===== config.mk =====
export PLATFORM = sky130hd
export DESIGN_NAME = regfile_wb_arbiter
export DESIGN_NICKNAME = d
export VERILOG_FILES = /design/src/rtl/regfile_pkg.sv /design/src/rtl/regfile_wb_arbiter_rr_arb2.sv /design/src/rtl/regfile_wb_arbiter.sv
export SDC_FILE = /design/constraint.sdc
export NUM_CORES = 1
export LEC_CHECK = 0
export ABC_CLOCK_PERIOD_IN_PS = 1700
export CAP_MARGIN = 20
export CORE_AREA = 2 2 61 63
export CTS_CLUSTER_SIZE = 24
export DETAILED_ROUTE_END_ITERATION = 8
export DIE_AREA = 0 0 63 65
export PLACE_DENSITY = 0.89
export SYNTH_ARGS = -nofsm -noshare
export SYNTH_HDL_FRONTEND = slang
export SYNTH_SLANG_ARGS = --single-unit

===== constraint.sdc =====
create_clock -name Clk -period 1.7 [get_ports Clk]
set_input_delay 0.34 -clock Clk [delete_from_list [all_inputs] [get_ports Clk]]
set_output_delay 0.34 -clock Clk [all_outputs]
set_load 0.01 [all_outputs]

===== src/rtl/regfile_pkg.sv =====
// Shared register-file definitions.
// Holds the register-file geometry, the address and data types, and the
// writeback grant encoding. The register file and the writeback arbiter
// both import this package.
package regfile_pkg;

  localparam int REG_W      = 16;
  localparam int REG_ADDR_W = 3;
  localparam int NUM_REGS   = 8;

  typedef logic [REG_ADDR_W-1:0] reg_addr_t;
  typedef logic [REG_W-1:0]      reg_data_t;

  typedef enum logic {
    GRANT_A = 1'b0,
    GRANT_B = 1'b1
  } grant_t;

  // One-hot mask that selects register 'addr' in a per-register bit vector.
  function automatic logic [NUM_REGS-1:0] reg_onehot(input reg_addr_t addr);
    return NUM_REGS'(1) << addr;
  endfunction

endpackage


===== src/rtl/regfile_wb_arbiter_rr_arb2.sv =====
// Two-way round-robin grant logic for the writeback port.
// Ports:
//   req[1:0]   : request vector, bit 0 = execute (A), bit 1 = memory (B)
//   Last_Grant : requester that won the most recent transfer
//   gnt[1:0]   : one-hot grant (all zero when nothing requests)
// Purely combinational; the Last_Grant state lives in the instantiating block.
module rr_arb2
  import regfile_pkg::*;
(
  input  logic [1:0] req,
  input  grant_t     Last_Grant,
  output logic [1:0] gnt
);

  // Lone requester always wins; on contention the one not granted last wins.
  always_comb begin
    gnt = 2'b00;
    case (req)
      2'b01:   gnt = 2'b01;
      2'b10:   gnt = 2'b10;
      2'b11: begin
        if (Last_Grant == GRANT_A) begin
          gnt = 2'b10;
        end else begin
          gnt = 2'b01;
        end
      end
      default: gnt = 2'b00;
    endcase
  end

endmodule


===== src/rtl/regfile_wb_arbiter.sv =====
// Register-file writeback arbiter with pending-write scoreboard.
// Merges the execute-stage (A) and memory-stage (B) writeback requests onto
// the single register-file write port, alternating between them when both
// request, and tracks which registers have a writeback still outstanding.
// Ports:
//   Clk, Reset                  : clock and synchronous active-high reset
//   A_Valid/A_DR/A_Data/A_Ready : execute writeback request handshake
//   B_Valid/B_DR/B_Data/B_Ready : memory writeback request handshake
//   Rsv_Valid/Rsv_DR            : issue-stage destination reservation
//   LD_REG/DR/In                : registered register-file write port
//   Busy                        : per-register pending-write bits (bit n = Rn)
module regfile_wb_arbiter
  import regfile_pkg::*;
(
  input  logic                Clk,
  input  logic                Reset,
  input  logic                A_Valid,
  input  logic [2:0]          A_DR,
  input  logic [15:0]         A_Data,
  output logic                A_Ready,
  input  logic                B_Valid,
  input  logic [2:0]          B_DR,
  input  logic [15:0]         B_Data,
  output logic                B_Ready,
  input  logic                Rsv_Valid,
  input  logic [2:0]          Rsv_DR,
  output logic                LD_REG,
  output logic [2:0]          DR,
  output logic [15:0]         In,
  output logic [7:0]          Busy
);

  logic [1:0]          w_gnt;
  logic                w_xfer;
  reg_addr_t           w_sel_dr;
  reg_data_t           w_sel_data;
  logic [NUM_REGS-1:0] w_busy_nxt;

  grant_t              r_last_grant;
  logic                r_ld_reg;
  reg_addr_t           r_dr;
  reg_data_t           r_in;
  logic [NUM_REGS-1:0] r_busy;

  rr_arb2 u_rr_arb2 (
    .req        ({B_Valid, A_Valid}),
    .Last_Grant (r_last_grant),
    .gnt        (w_gnt)
  );

  // Handshake readies are suppressed during reset so nothing is accepted.
  always_comb begin
    A_Ready = w_gnt[0] & ~Reset;
    B_Ready = w_gnt[1] & ~Reset;
    w_xfer  = A_Ready | B_Ready;
  end

  // Select destination and data of the winning requester.
  always_comb begin
    w_sel_dr   = A_DR;
    w_sel_data = A_Data;
    if (w_gnt[1]) begin
      w_sel_dr   = B_DR;
      w_sel_data = B_Data;
    end else begin
      w_sel_dr   = A_DR;
      w_sel_data = A_Data;
    end
  end

  // Scoreboard update: commit clears first, then a reservation sets, so a
  // newer reservation to the same register survives the older commit.
  always_comb begin
    w_busy_nxt = r_busy;
    if (r_ld_reg) begin
      w_busy_nxt = w_busy_nxt & ~reg_onehot(r_dr);
    end else begin
      w_busy_nxt = w_busy_nxt;
    end
    if (Rsv_Valid) begin
      w_busy_nxt = w_busy_nxt | reg_onehot(Rsv_DR);
    end else begin
      w_busy_nxt = w_busy_nxt;
    end
  end

  // Round-robin state: remember the winner of each transfer.
  always_ff @(posedge Clk) begin
    if (Reset) begin
      r_last_grant <= GRANT_B;
    end else if (w_xfer) begin
      r_last_grant <= w_gnt[1] ? GRANT_B : GRANT_A;
    end
  end

  // Write-port registers: one-cycle LD_REG pulse per transfer; address and
  // data hold their last values between transfers.
  always_ff @(posedge Clk) begin
    if (Reset) begin
      r_ld_reg <= 1'b0;
      r_dr     <= '0;
      r_in     <= '0;
    end else begin
      r_ld_reg <= w_xfer;
      if (w_xfer) begin
        r_dr <= w_sel_dr;
        r_in <= w_sel_data;
      end
    end
  end

  // Pending-write scoreboard register.
  always_ff @(posedge Clk) begin
    if (Reset) begin
      r_busy <= '0;
    end else begin
      r_busy <= w_busy_nxt;
    end
  end

  assign LD_REG = r_ld_reg;
  assign DR     = r_dr;
  assign In     = r_in;
  assign Busy   = r_busy;

endmodule


==> flow_metrics.py <==
metrics = {
    "global_route": {
        "grt_max_degree": 22,
        "use_met2_pct": 31.0,
        "overflow": 0,
        "met1_usage_pct": 21.2,
        "gr-max-usage-layer": "met2",
        "grt_pass1_wl_um": 5940,
        "grt_antenna_before_repair": 0,
        "track_usage_pct": 18.8,
        "grt_pass1_vias": 1309,
        "use_met3_pct": 8.51,
    },
    "synthesis": {
        "synth_flop_cell": "dfxtp_1",
        "synthTopCellsByCount": "nand2_1, dfxtp_1, nor2_1",
        "synth.area.top_cells": "dfxtp_1, nand2_1, a311oi_2, a311oi_1, nor2_1",
        "yosys.area_share.adder_pct": 0,
        "yosysMostFrequentCell": "nand2_1",
        "synth_mux_area_share_pct": 0,
        "syn-cell-area_mm2": 0.00133,
        "synth_top_family_by_area": "compound AO/OA/AOI/OAI gates",
        "avgSynthCellArea_um2": 8.49,
        "ys_ff_latch": 29,
        "synth-seq-area-share_pct": 43.8,
        "synth.largest_area_cell": "dfxtp_1",
        "synthArstFlopShare_pct": 0,
        "ys.warnings.count": 0,
        "synth_xor_area_share_pct": 0,
        "syn-num-nets": 202,
        "yosys.area.top_type_share_pct": 43.8,
        "syn_inst": 156,
        "synth_cell_type_count": 22,
        "synth_edf_count": 0,
        "synthSimpleGateAreaFrac_pct": 23.6,
        "synth_compound_area_share_pct": 27.4,
    },
    "sta": {
        "min_period_ns": 1.64,
        "worst_slew_pin_slew_ns": 0.281,
        "rsz0062_at_grt": "false",
        "setup_tns_ns": 0,
        "fmax_mhz": 610,
        "finalHoldViolCount": 0,
        "setup_viol": 0,
        "skew_ns": 0.00400,
        "whs_ns": 0.478,
        "period_share_pct": 96.4,
        "maxSlewViolCount": 0,
        "relSlewSlack_pct": 81.2,
    },
    "die": {
        "initial_core_util_pct": 37.9,
        "dieArea_mm2": 0.00410,
        "fp.dieH_um": 65,
        "rows": 22,
        "fp.coreArea_mm2": 0.00350,
        "die_w_um": 63,
        "io_pins": 76,
    },
    "critical_path": {
        "cp-end-kind": "output port",
        "critical_path.top_delay_family": "buffers and inverters",
        "path_class": "input port to output port",
        "cp.buffers_inverters": 3,
        "start_kind": "input port",
        "worstPathArrival_ns": 1.30,
        "critPathRequiredTime_ns": 1.36,
        "cp_max_fo": 2,
        "worstPathCellList": "clkdlybuf4s50_1 > buf_4 > a21oi_2 > and2_1 > buf_2",
        "cpPeakStageDelay_ns": 0.43,
        "slowest_stage": "clkdlybuf4s50_1",
    },
    "final_layout": {
        "nFillCells": 320,
        "area.growth.synth_to_final_pct": 69.5,
        "postLayoutCoreUtil_pct": 64.2,
        "multi_input_area_um2": 688,
        "diodes": 0,
        "ff_latch_area_um2": 583,
        "layout.nets": 286,
        "drive_above_1_share_pct": 15.8,
    },
    "clock_network": {
        "insertion_delay_ns": 0.32,
        "post-cts-setup-buffers": 0,
        "cts-buffers-inserted": 5,
        "ctsHoldBuffers": 0,
        "cts-resized-gates": 11,
        "cts_tree": "built",
        "clockRootBuffer": "clkbuf_4",
        "path_clk_slew_ns": 0.08,
        "h-tree-depth": 2,
        "clock-sinks": 29,
        "clk_path_buf_depth": 2,
    },
    "route": {
        "ant_nets": 0,
        "num_vias": 1392,
        "wl_per_cell_um": 12.0,
        "wl_um": 3460,
        "vias_per_cell": 4.83,
        "drc": 0,
        "first_pass_iters": 4,
        "first_iter_violations": 85,
    },
    "flow_run": {
        "cap_violations": 0,
    },
    "placement": {
        "io_buffers": 75,
        "gp_congestion": 0.767,
        "hpwl_um": 2650,
    },
    "power": {
        "p_leak_nw": 0.839,
        "power_density_mw_per_mm2": 713,
        "irDropWorstVdd_mv": 0.419,
        "p_total_mw": 1.60,
    },
    "run_status": {
        "status": "completed",
    },
    "worst_hold_path": {
        "hp-class": "register to register",
    },
}
## layout by cell type (no fill, tap or decap), drive strengths merged, types with 2 or more instances in the layout
cell type      netlist  routed
clkdlybuf4s50        0      73
nand2               43      43
dfxtp               29      29
nor2                21      21
a311oi              19      19
buf                  8      14
a21oi                9       9
o21ai                7       7
clkbuf               2       7
nand3                4       4
nor2b                3       3
nand2b               3       3
o31ai                2       2
## worst reg2reg max path, delay by kind of cell, from the launching register on
kind | cells | cell delay [ns]
and+or+nand+nor | 1 | 0.11
AOI/OAI and AO/OA | 2 | 0.41
DFF | 1 | 0.44
buffers and inverters | 1 | 0.22
## kinds of logic (layout without fill, tap and decap cells)
logic type,after synthesis,in the layout
DFF,29,29
buffers and inverters,11,95
and+or+nand+nor,76,76
AOI/OAI and AO/OA,40,40
## final timing paths
kind	start	endpoint	slack [ns]	cells past startpoint
setup / recovery	B_Valid	A_Ready	0.06	5
hold / removal	Busy[5]$_SDFF_PP0_	Busy[5]$_SDFF_PP0_	0.48	2
setup reg to reg	r_last_grant$_SDFFE_PP1P_	In[8]$_SDFFE_PP0P_	0.44	4
hold reg to reg	Busy[5]$_SDFF_PP0_	Busy[5]$_SDFF_PP0_	0.48	2
## per-layer routing
layer  wire, um  vias up
met2       1680       51
li1           -      713
met3        296        6
met4         55        0
met1       1420      622
met5          0        -
## power by group
| part | leakage [nW] | internal, mW | switching (mW) |
|---|---|---|---|
| logic | 0.568 | 0.256 | 0.174 |
| clock network | 0.0314 | 0.195 | 0.220 |
| registers | 0.240 | 0.726 | 0.0304 |
| total | 0.839 | 1.18 | 0.424 |
## state kept, by name (all words and copies together), names as in the netlist
register,cells
Busy,8
DR,3
LD_REG,1
r_last_grant,1
In,16
## cell type report
cell class	instances	share of cell area (%)
Clock buffer	7	2.45
Inverter	1	0.167
Sequential cell	29	26.0
Multi-Input combinational cell	116	30.6
Tap cell	48	2.67
Timing Repair Buffer	87	38.1
## metrics by stage
stage                     cell area, um2  setup WS [ns]  cells
final                               2250         0.0614    288
after CTS                           2240         0.0151    288
after global placement              2190         -0.336    281
after global routing                2250        0.00212    288
after detailed placement            2190         -0.411    281
after floorplan                     1330          0.488    156
No activity file was read; power rests on OpenSTA's default activity.
